File: config.mk
export PLATFORM = sky130hd
export DESIGN_NAME = lut_vec_sequencer
export DESIGN_NICKNAME = d
export VERILOG_FILES = /design/src/rtl/lut_vec_sequencer.sv
export SDC_FILE = /design/constraint.sdc
export NUM_CORES = 1
export LEC_CHECK = 0
export ABC_AREA = 1
export CORE_MARGIN = 3
export CORE_UTILIZATION = 25
export DETAILED_ROUTE_END_ITERATION = 12
export DONT_BUFFER_PORTS = 1
export PLACE_DENSITY = 0.41
export SYNTH_ARGS = -nofsm -noshare
export SYNTH_HDL_FRONTEND = slang
export SYNTH_SLANG_ARGS = --single-unit
File: constraint.sdc
create_clock -name clk -period 3.2 [get_ports clk]
set_input_delay 0.64 -clock clk [delete_from_list [all_inputs] [get_ports clk]]
set_output_delay 0.64 -clock clk [all_outputs]
set_load 0.02 [all_outputs]
File: src/rtl/lut_vec_sequencer.sv
// lut_vec_sequencer: time-shares one scalar LUT across all lanes of a vector op
//   clk, rst_n               clock, asynchronous active-low reset
//   start_valid/start_ready  vector op handshake, idx_vec sampled at accept
//   lut_req/lut_idx          one index per cycle to the shared LUT
//   lut_data                 LUT result, valid LUT_LAT cycles after lut_req
//   res_valid/res_ready      result handshake, res_vec held stable while waiting
//   busy                     high whenever the sequencer is not idle
module lut_vec_sequencer #(
   parameter int LANES   = 4,
   parameter int IDX_W   = 8,
   parameter int DATA_W  = 32,
   parameter int LUT_LAT = 1
) (
   input  logic                    clk,
   input  logic                    rst_n,
   input  logic                    start_valid,
   output logic                    start_ready,
   input  logic [LANES*IDX_W-1:0]  idx_vec,
   output logic                    lut_req,
   output logic [IDX_W-1:0]        lut_idx,
   input  logic [DATA_W-1:0]       lut_data,
   output logic                    res_valid,
   input  logic                    res_ready,
   output logic [LANES*DATA_W-1:0] res_vec,
   output logic                    busy
);
   localparam int TW = $clog2(LANES);
   localparam logic [1:0] IDLE = 2'd0, ISSUE = 2'd1, DRAIN = 2'd2, DONE = 2'd3;
   logic [1:0]             state, state_n;
   logic [LANES*IDX_W-1:0] idx_reg;
   logic [TW-1:0]          cnt;
   logic [LUT_LAT-1:0]     pv;
   logic [TW-1:0]          pt [LUT_LAT];
   logic [LANES-1:0]       written, written_n;
   logic                   last, cap;
   logic [TW-1:0]          cap_tag;
   assign start_ready = state == IDLE;
   assign busy        = state != IDLE;
   assign res_valid   = state == DONE;
   assign lut_req     = state == ISSUE;
   assign lut_idx     = lut_req ? idx_reg[cnt*IDX_W +: IDX_W] : '0;
   assign last        = cnt == TW'(LANES - 1);
   assign cap_tag     = pt[LUT_LAT-1];
   // a slot already filled in this op is never overwritten
   assign cap         = pv[LUT_LAT-1] && !written[cap_tag];
   assign written_n   = cap ? written | (LANES'(1) << cap_tag) : written;
   assign state_n = (state == IDLE)  ? (start_valid ? ISSUE : IDLE) :
                    (state == ISSUE) ? (last ? DRAIN : ISSUE) :
                    (state == DRAIN) ? (&written_n ? DONE : DRAIN) :
                                       (res_ready ? IDLE : DONE);
   always_ff @(posedge clk or negedge rst_n) begin
      if (!rst_n) begin
         state   <= IDLE;
         idx_reg <= '0;
         cnt     <= '0;
         res_vec <= '0;
         written <= '0;
         pv      <= '0;
         for (int i = 0; i < LUT_LAT; i++) pt[i] <= '0;
      end else begin
         state   <= state_n;
         written <= written_n;
         // tag pipe mirrors the LUT latency so each result lands in its own lane
         pv[0]   <= lut_req;
         pt[0]   <= cnt;
         for (int i = 1; i < LUT_LAT; i++) begin
            pv[i] <= pv[i-1];
            pt[i] <= pt[i-1];
         end
         if (cap) res_vec[cap_tag*DATA_W +: DATA_W] <= lut_data;
         if (lut_req && !last) cnt <= cnt + 1'b1;
         if (start_ready && start_valid) begin
            idx_reg <= idx_vec;
            res_vec <= '0;
            written <= '0;
            cnt     <= '0;
         end
      end
   end
endmodule

; Yosys cells after proc, flatten, opt, wreduce, memory -nomap -nowiden
; Cells that the tools add are included.
[classes]
n_addsub = 2
mul = 0
div_mod_pow = 0
magnitude_cmp = 1
n_eq_ne = 4
n_shift = 4
n_mux = 17
bitwise_logic = 1
reduce_logical = 10
[ops]
columns = op, count
row1 = 2-to-1 mux 128 bit, 2
row2 = bitwise mux 128 bit, 1
row3 = "variable shift 32 x 34 -> 128 bit, first input constant", 1
row4 = indexed part select 32 x 34 -> 128 bit, 1
row5 = negation 7 -> 34 bit, 1
row6 = indexed part select 32 x 6 -> 8 bit, 1
row7 = 2-to-1 mux 2 bit, 7
row8 = 2-to-1 mux 4 bit, 2
row9 = 2-to-1 mux 8 bit, 1
row10 = "== test 2 bit, second input constant", 3
row11 = nonzero test 2 bit, 3
row12 = OR 4 bit, 1
row13 = AND reduction 4 bit, 1
row14 = "left shift 1 x 2 -> 4 bit, first input constant", 1
row15 = logical AND 1 bit, 3
row16 = "less-than comparator 2 x 3 -> 1 bit, second input constant", 1
row17 = 2-to-1 mux 1 bit, 3
row18 = "adder 2 x 1 -> 2 bit, second input constant", 1
row19 = binary-select mux 1 bit (select 2 bit), 1
row20 = "== test 2 x 1 -> 1 bit, second input constant", 1
row21 = zero test 1 bit, 2
row22 = zero test 2 bit, 1
[totals]
register_bits = 171
latch_bits = 0
ram_bits = 0
romBits = 0
out_inout_bits = 140
wordCells = 46
memories = 0

; Longest topological paths before layout
; Gate-level depths: netlist (run 1).
[logic_depth]
ltp_word = 10
depth_mapped = 10
mapped_depth_nobuf = 10

; Worst setup path after synthesis (run 1)
; Ideal clock, no wire load.
[synth_path]
kind = register -> output
from = register cnt[0]
to = output port lut_idx[5]
arrival_ps = 1456
required_ps = 2560
setup_slack_ps = 1104
stages_incl_launch_ff = 7
path_buffers = 2
cell_sequence = dfrtp_1 > clkbuf_1 > clkbuf_1 > nor2_1 > nor2_1 > o21ai_0 > a21oi_1
[synth_via]
elab_chain_len = 2
[synth_rtl]
columns = element, line_no
row1 = "start, declared", 31  ; logic [TW-1:0] cnt;
row2 = "start signal, assigned", 71  ; if (lut_req && !last) cnt <= cnt + 1'b1;
row3 = indexed part select 32 x 6 -> 8 bit, 41  ; assign lut_idx = lut_req ? idx_reg[cnt*IDX_W +: IDX_W] : '0;
row4 = 2-to-1 mux 8 bit, 41
row5 = "end, declared", 20  ; output logic [IDX_W-1:0] lut_idx,
; No other way between the ends.

; Final worst setup path (run 1)
[layout_path]
from = register cnt[1]
to = output port lut_idx[7]
; The elaborated chain is that of the path after synthesis.

==> summary.md, run 1 <==
| Metric | Value |
|---|---|
| Via/cell ratio | `4.673` |
| Post-synth ARST share | `1.000` |
| CP Capture Type | `primary output` |
| Final Cycle Share | `0.8220` |
| Reg2reg end | `res_vec[41]` |
| Initial core utilization | `0.2560` |
| Layout area overhead | `12.96%` |
| Final Skew | `approximately 20 ps` |
| Placeable Area | `28,010 µm²` |
| R2r setup slk | `1150 ps` |
| Minimum clock period after layout | `2630 ps` |
| R2R cell count | `7` |
| Final core occ | `0.2892` |
| Crit path DAT | `1990 ps` |
| Number of global-route vias before repair | `5,733` |
| Outcome | `finished with violations` |
| Yosys cell types | `28` |
| Placement Cell Area | `7508 µm²` |
| Final net count | `835` |
| Grt total ovfl | `0` |
| Synthesized area | `7172 µm²` |
| Die ar. | `30,760 µm²` |
| Slowest CP cell | `dfrtp_1` |
| Worst-margin pin slew | `about 590 ps` |
| DRC viols | `0` |
| Post-synth EDFFs | `0` |
| Clk root buf | `clkbuf_16` |
| Gate count after technology mapping | `782` |
| Final Slew Violations | `0` |
| Per-cell routed wire length | `20.37 µm` |
| First-pass GRT wire length | `36,220 µm` |
| Vias | `5,388` |
| Antenna violation net count after detailed routing | `0` |
| CP Launch Type | `flop` |
| CP Data Required Time | `2560 ps` |
| Total CTS buffers | `17` |
| DR pass1 iterations | `4` |
| Diodes inserted | `0` |
| Failing checks | `hold timing` |
| Power Density | `987.6 nW/µm²` |
| Max FFs per register | `128` |
| Setup TNS Final | `0 ps` |
| Rows | `just over 60` |
| Synth Warn # | `0` |
| Syn Area/Cell | `9.171 µm²` |
| Crit Path Class | `reg -> out` |
| # IOs | `208` |
| Synth Net Count | `855` |
| Final hold slack | `-80.91 ps` |
| CTS tree | `yes` |
| Critical path's top delay family | `flip-flops` |
| Port Buffers | `0` |
| Htree depth | `4` |
| Gpl congestion | `between 0.7 and 0.8` |
| Max Freq | `380.2 MHz` |
| Worst reg2reg startpoint | `state[1]` |
| Post-CTS sizing | `0` |
| Largest stage delay, worst path | `560 ps` |
| Clock tree buffer depth | `2` |
| Synthesized flop and latch total | `171` |
| Share of post-route cells with drive strength above 1 | `0.08000` |
| RSZ-0062 raised after global routing | `false` |
| Hold WC Path Type | `in -> async` |
| Max FO, Critical Path | `11` |
| Worst skew pair latency | `430 ps` |
| DR iter-0 viols | `around 300` |
| Fillers | `3,030` |
| Post-route cell area | `slightly above 8000 µm²` |
| Worst-path clk slew | `70 ps` |
| Max transition margin | `0.6037` |
| Die X | `roughly 180 µm` |
| Pin count of the biggest net entering global routing | `172` |
| Worst path bufs/invs | `1` |
| Hpwl dp | `15,570 µm` |
| Antenna violations before repair | `1` |
| Sequential share of the synthesized area | `0.5967` |
| GRT Total Usage | `0.1528` |
| Peak VDD IR | `roughly 0.34 mV` |
| Leak Pwr | `0.003878 µW` |
| Die Span Y | `175.4 µm` |
| Count of final hold-check violations | `64` |
| Final setup fails | `0` |
| Top FF cell, synth | `dfrtp_1` |
| TritonCTS Sinks | `171` |
| Routed wire length | `~23,000 µm` |
| Max_cap viols | `0` |
| CP cell instances | `clkinv_1, nor2_1, o21ai_0, a21oi_1` |
==> what timing repair did <==
item | CTS | global route
endpoints found under the hold margin | 171 | 171
setup endpoints to repair | 0 | 0
setup buffers | 0 | 0
==> cell families (layout without fill, tap and decap cells) <==
kind of cell,count (synthesis),after routing,synth area share
buffers and inverters,103,96,0.06350
flip-flops,171,171,0.5966
AND/OR/NAND/NOR,355,355,0.2271
AO/OA/AOI/OAI,148,148,0.1040
adder cells (fa/ha/maj),5,5,0.008723
==> layout make-up <==
type / instances / area, µm² / share of cell area
well taps: 378 / 473.0 / 0.05838
flip-flops and latches: 171 / 4279 / 0.5282
multi-input cells: 508 / 2451 / 0.3025
inverters: 50 / 187.7 / 0.02317
clock inverters: 13 / 140.1 / 0.01730
repair buffers: 14 / 117.6 / 0.01452
clock buffers: 19 / 452.9 / 0.05591
==> cell usage after synthesis (3+ instances only) <==
master,instances,area share
clkbuf_2,3,0.0021
buf_6,7,0.011
nand3_1,142,0.099
a21oi_1,14,0.0098
buf_1,8,0.0042
dfrtp_1,171,0.60
nor2_2,3,0.0026
nand4_1,3,0.0026
clkbuf_1,27,0.014
buf_2,7,0.0049
inv_2,3,0.0016
nand2_1,152,0.080
ha_1,5,0.0087
inv_1,46,0.024
nor2_1,43,0.023
o21ai_0,67,0.047
o21ai_1,65,0.045
==> layout by cell type, fill, tap and decap left out, drive strengths merged <==
cell type | netlist | routed
o21ai | 132 | 132
nand4 | 4 | 4
nand3 | 146 | 146
clkinvlp | 0 | 4
and3 | 2 | 2
o31ai | 2 | 2
nand3b | 2 | 2
buf | 23 | 14
nor2 | 47 | 47
clkbuf | 30 | 19
bufinv | 0 | 2
dfrtp | 171 | 171
inv | 49 | 52
a21oi | 14 | 14
clkinv | 1 | 5
ha | 5 | 5
nand2 | 154 | 154
==> worst max path at each step <==
stage | cells past startpoint | endpoint | slack [ps] | start
after floorplan | 6 | lut_idx[5] | 1100 | cnt[0]
after global placement | 4 | lut_idx[5] | 1010 | cnt[1]
after detailed placement | 4 | lut_idx[5] | 1010 | cnt[1]
after CTS | 4 | lut_idx[5] | 540 | cnt[1]
after global routing | 4 | lut_idx[0] | 380 | cnt[1]
final | 4 | lut_idx[7] | 570 | cnt[1]
==> where the power goes <==
group	internal, µW	switching (µW)	leakage (µW)
sequential	2760	993	0.00232
clock	1200	935	0.000282
combinational	629	1480	0.00128
total	4590	3410	0.00388
==> metrics by stage <==
| stage | cells | total power (µW) | setup slack [ps] |
|---|---|---|---|
| 6_report | 1153 | 8001 | 569.5 |
| 5_1_grt | 1153 | 8556 | 379.3 |
| 4_1_cts | 1153 | 8139 | 542.9 |
| 3_5_place_dp | 1121 | 5972 | 1013 |
| 3_3_place_gp | 1121 | 5965 | 1014 |
| 2_1_floorplan | 782 | 5210 | 1104 |
==> metal layers <==
layer  vias up  global-route usage  part of all wire
li1       2549                   -                 -
met1      2651              0.1840              0.41
met2       175              0.2556              0.48
met3        11             0.06485              0.10
met4         2             0.03291            0.0077
met5         -                   0           0.00030
Note: power is estimated with default switching activity, not from simulation.
==> run 2: changes to the inputs <==
--- a/config.mk
+++ b/config.mk
@@ -10,7 +10,7 @@
 export CORE_UTILIZATION = 25
 export DETAILED_ROUTE_END_ITERATION = 12
 export DONT_BUFFER_PORTS = 1
-export PLACE_DENSITY = 0.41
+export PLACE_DENSITY = 0.43
 export SYNTH_ARGS = -nofsm -noshare
 export SYNTH_HDL_FRONTEND = slang
 export SYNTH_SLANG_ARGS = --single-unit
==> constraint.sdc (replaced) <==
create_clock -name clk -period 2.2 [get_ports clk]
set_input_delay 0.44 -clock clk [delete_from_list [all_inputs] [get_ports clk]]
set_output_delay 0.44 -clock clk [all_outputs]
set_load 0.02 [all_outputs]
==> summary.md, run 2 (synthesis gave the netlist of run 1 again) <==
| Metric | Value |
|---|---|
| R2R cell count | `8` |
| Worst skew pair latency | `420 ps` |
| Layout area overhead | `15.39%` |
| Rows | `61` |
| TritonCTS Sinks | `171` |
| Outcome | `finished with violations` |
| Port Buffers | `0` |
| RSZ-0062 raised after global routing | `false` |
| Gpl congestion | `0.7883` |
| Final net count | `846` |
| Diodes inserted | `0` |
| Die Span Y | `175.4 µm` |
| Max FO, Critical Path | `18` |
| Max_cap viols | `0` |
| Hpwl dp | `~15,000 µm` |
| Initial core utilization | `0.2560` |
| Htree depth | `4` |
| Failing checks | `hold timing` |
| Via/cell ratio | `4.635` |
| Final Skew | `roughly 5.8 ps` |
| Die X | `175.4 µm` |
| Count of final hold-check violations | `171` |
| CTS tree | `yes` |
| Worst reg2reg startpoint | `cap_tag[0]` |
| Worst-path clk slew | `around 70 ps` |
| Worst-margin pin slew | `746.0 ps` |
| Antenna violations before repair | `1` |
| Final Cycle Share | `0.9490` |
| Highest-count cells in the layout ignoring fill and taps | `dfrtp_1 (169), nand2_1 (152), nand3_1 (142)` |
| Power Density | `1435 nW/µm²` |
| Leak Pwr | `0.003964 µW` |
| Pin count of the biggest net entering global routing | `between 150 and 200` |
| Final setup fails | `0` |
| CP Capture Type | `primary output` |
| GRT Total Usage | `0.1485` |
| DRC viols | `0` |
| Crit Path Class | `reg -> out` |
| R2r setup slk | `310 ps` |
| # IOs | `approximately 210` |
| DR iter-0 viols | `between 300 and 400` |
| Max Freq | `around 480 MHz` |
| Dpl ws | `159.0 ps` |
| CP Launch Type | `flop` |
| Hold WC Path Type | `in -> async` |
| Minimum clock period after layout | `2088 ps` |
| Antenna violation net count after detailed routing | `0` |
| Share of post-route cells with drive strength above 1 | `0.09796` |
| Max FFs per register | `between 100 and 150` |
| Final Slew Violations | `0` |
| Placeable Area | `28,010 µm²` |
| Clock tree buffer depth | `2` |
| Die ar. | `30,760 µm²` |
| Per-cell routed wire length | `19.81 µm` |
| Routed wire length | `23,060 µm` |
| Vias | `5,395` |
| Grt total ovfl | `0` |
| Peak VDD IR | `between 0.6 and 0.7 mV` |
| First-pass GRT wire length | `35,420 µm` |
| Most common cell after layout, fill and taps aside | `dfrtp_1` |
| Number of global-route vias before repair | `5,665` |
| Total CTS buffers | `17` |
| Setup ws final | `112.2 ps` |
| Setup TNS Final | `0 ps` |
| Crit path DAT | `1650 ps` |
| Max transition margin | `0.5026` |
| Fillers | `3,011` |
| CP Data Required Time | `around 1800 ps` |
| Clk root buf | `clkbuf_16` |
| Reg2reg end | `res_vec[83]` |
| DR pass1 iterations | `5` |
| Final hold slack | `-281.9 ps` |
[run 2: timing repair]
item                                    4_1_cts  5_1_grt
gates resized for setup                       6        5
hold endpoints to repair                    171      171
pin swaps                                     0        0
setup buffers                                 1        1
endpoints found under the setup margin        8        4
[run 2: worst max-delay path by stage]
stage	startpoint	to	cells past startpoint
after floorplan	cnt[0]	lut_idx[5]	6
final	cnt[0]	lut_idx[0]	5
after detailed placement	cnt[1]	lut_idx[5]	5
after global placement	cnt[1]	lut_idx[5]	5
after global routing	cnt[0]	lut_idx[5]	5
after CTS	cnt[0]	lut_idx[5]	5
[run 2: where the power goes]
part,switching (µW),internal [µW]
combinational,2260,1130
sequential,1340,4020
clock,1340,1780
[run 2: metrics by stage]
stage / std cells / instance area, µm² / total power (µW) / utilization
2_1_floorplan: 782 / 7172 / 7578 / -
3_3_place_gp: 1130 / 7614 / 8773 / 0.2718
3_5_place_dp: 1130 / 7614 / 8779 / 0.2718
4_1_cts: 1163 / 8247 / 12020 / 0.2944
5_1_grt: 1164 / 8275 / 12690 / 0.2954
6_report: 1164 / 8275 / 11870 / 0.2954
[run 2: metal layers]
metal,track usage,vias to the layer above,part of all wire,wire length (µm)
met5,0,-,0.00056,13
met4,0.03524,2,0.013,289
met3,0.06485,20,0.098,2261
met2,0.2487,170,0.48,11150
met1,0.1761,2628,0.41,9348
li1,-,2575,-,-
[run 2: cell type report]
cell class	count	area (µm²)	share of cell area
inverter	50	196.4	0.02374
timing repair buffer	25	270.3	0.03266
clock inverter	12	136.4	0.01648
tap	378	473.0	0.05715
sequential	171	4282	0.5174
multi-input combinational	508	2451	0.2962
clock buffer	20	466.7	0.05640
[run 2: critical path, cell delays in order, from the launching register on]
cell        delay (ps)
dfrtp_2            420
clkinvlp_4         110
buf_12             150
o21ai_0            270
a21oi_1            110
buf_4              170
==> run 3: changes to the inputs <==
--- a/config.mk
+++ b/config.mk
@@ -8,9 +8,12 @@
 export ABC_AREA = 1
 export CORE_MARGIN = 3
 export CORE_UTILIZATION = 25
+export CTS_CLUSTER_DIAMETER = 60
 export DETAILED_ROUTE_END_ITERATION = 12
 export DONT_BUFFER_PORTS = 1
 export PLACE_DENSITY = 0.43
+export SKIP_LAST_GASP = 1
+export SLEW_MARGIN = 0
 export SYNTH_ARGS = -nofsm -noshare
 export SYNTH_HDL_FRONTEND = slang
 export SYNTH_SLANG_ARGS = --single-unit
==> summary.md, run 3 (synthesis gave the netlist of run 1 again) <==
| Metric | Value |
|---|---|
| Final Slew Violations | `0` |
| Max transition margin | `0.5010` |
| Pin count of the biggest net entering global routing | `between 150 and 200` |
| DRC viols | `0` |
| Minimum clock period after layout | `2100 ps` |
| Seq. cell area | `4280 µm²` |
| Highest-count cells in the layout ignoring fill and taps | `dfrtp_1 (170), nand2_1 (152), nand3_1 (142)` |
| Final hold slack | `-281.2 ps` |
| DR pass1 iterations | `4` |
| Count of final hold-check violations | `171` |
| Fillers | `3,011` |
| Most common cell after layout, fill and taps aside | `dfrtp_1` |
| CTS tree | `yes` |
| Die ar. | `30,760 µm²` |
| Setup ws final | `99.54 ps` |
| Die Span Y | `between 150 and 200 µm` |
| Peak VDD IR | `0.6386 mV` |
| Failing checks | `hold timing` |
| Per-cell routed wire length | `19.77 µm` |
| Setup TNS Final | `0 ps` |
| Max_cap viols | `0` |
| Clk root buf | `clkbuf_16` |
| Worst skew pair latency | `420 ps` |
| Crit path DAT | `1660 ps` |
| Initial core utilization | `0.2560` |
| Hold WC Path Type | `in -> async` |
| Worst-path clk slew | `70 ps` |
| Max Freq | `476.1 MHz` |
| Max FO, Critical Path | `18` |
| # IOs | `208` |
| CP Capture Type | `primary output` |
| Antenna violations before repair | `1` |
| CP Data Required Time | `1760 ps` |
| Htree depth | `4` |
| CP Launch Type | `flop` |
| Worst path bufs/invs | `3` |
| Multi-input logic area | `2451 µm²` |
| Share of power burned in registers | `0.452` |
| Final Cycle Share | `0.9548` |
| DR iter-0 viols | `344` |
| Outcome | `finished with violations` |
| Max FFs per register | `128` |
| Critical path's top delay family | `buffers and inverters` |
| Psw | `4930 µW` |
| Final Skew | `6.052 ps` |
| Placeable Area | `about 28,000 µm²` |
| Leak Pwr | `0.003959 µW` |
| Diodes inserted | `0` |
| Vias | `5,397` |
| Port Buffers | `0` |
| RSZ-0062 raised after global routing | `true` |
| TritonCTS Sinks | `between 150 and 200` |
| Antenna violation net count after detailed routing | `0` |
| Power Density | `~1400 nW/µm²` |
| CP cell instances | `clkinvlp_4, buf_12, o21ai_0, a21oi_1, buf_4` |
| Share of post-route cells with drive strength above 1 | `0.09669` |
| First-pass GRT wire length | `35,400 µm` |
| Slowest CP cell | `dfrtp_1` |
| Dpl ws | `159.0 ps` |
| Layout area overhead | `15.04%` |
| Crit Path Class | `reg -> out` |
| Routed wire length | `about 23,000 µm` |
| Rows | `61` |
| Combinational share of power | `0.284` |
| Via/cell ratio | `4.637` |
| Final setup fails | `0` |
| Clock tree buffer depth | `2` |
| Gpl congestion | `0.7883` |
| Final net count | `846` |
| Largest stage delay, worst path | `410 ps` |
| Die X | `175.4 µm` |
| Grt total ovfl | `0` |
| Pint | `around 6900 µW` |
| Worst-margin pin slew | `approximately 750 ps` |
| Switch share | `0.4171` |
| Clock Power Share | `0.264` |
| Total CTS buffers | `17` |
| Number of global-route vias before repair | `5,661` |
| Hpwl dp | `between 15,000 and 20,000 µm` |
| GRT Total Usage | `0.1484` |
## run 3: worst paths after layout
kind                             start     endpoint  cells past startpoint  slack (ps)
min reg2reg                idx_reg[15]  idx_reg[15]                      2         470
max in group asynchronous        rst_n       cnt[1]                      0        2180
min in group clk           idx_vec[17]  idx_reg[17]                      2         130
max reg2reg                 cap_tag[0]  res_vec[83]                      8         310
max                             cnt[0]   lut_idx[5]                      5         100
min                              rst_n  res_vec[53]                      0        -280
## run 3: area by class of cell
class,count,share of cell area
clock buffers,20,0.05657
well taps,378,0.05732
multi-input cells,508,0.2971
flip-flops and latches,171,0.5188
inverters,50,0.02335
clock inverters,12,0.01653
repair buffers,25,0.03033
## run 3: worst reg2reg max path: stages, from the launching register on
cell and delay, ps:
dfrtp_1 440, inv_2 110, nand2_1 80, nand3_1 110
nand2_4 150, nand3_4 200, nand3b_4 350, buf_12 230
o21ai_1 150
## run 3: power by group through the flow
stage / logic [µW] / registers [µW] / clock network, µW
floorplan: 2440 / 5130 / 0
global placement: 3350 / 5420 / 0
detailed placement: 3340 / 5440 / 0
CTS: 3400 / 5390 / 3230
global route: 3810 / 5460 / 3370
finish: 3350 / 5350 / 3120
## run 3: per-stage QoR
| stage | hold slack [ps] | instance area [µm²] | total power, µW | cells | util |
|---|---|---|---|---|---|
| after floorplan | 144.4 | 7172 | 7578 | 782 | - |
| after detailed placement | 151.1 | 7614 | 8779 | 1130 | 0.2718 |
| after CTS | -312.1 | 8243 | 12020 | 1163 | 0.2943 |
| after global placement | 151.1 | 7614 | 8773 | 1130 | 0.2718 |
| after global routing | -316.2 | 8250 | 12640 | 1164 | 0.2945 |
| final | -281.2 | 8250 | 11820 | 1164 | 0.2945 |
## run 3: repair_timing
| item | CTS | global route |
|---|---|---|
| buffers inserted | 1 | 1 |
| endpoints found under the setup margin | 8 | 6 |
| endpoints found under the hold margin | 171 | 171 |
| gates resized for setup | 5 | 1 |
## run 3: routing by layer
metal | global-route usage | vias to the layer above | wire length [µm]
met5 | 0 | - | 13
met4 | 0.03524 | 2 | 285
met3 | 0.06485 | 19 | 2276
met2 | 0.2484 | 174 | 11160
met1 | 0.1761 | 2626 | 9270
li1 | - | 2576 | -
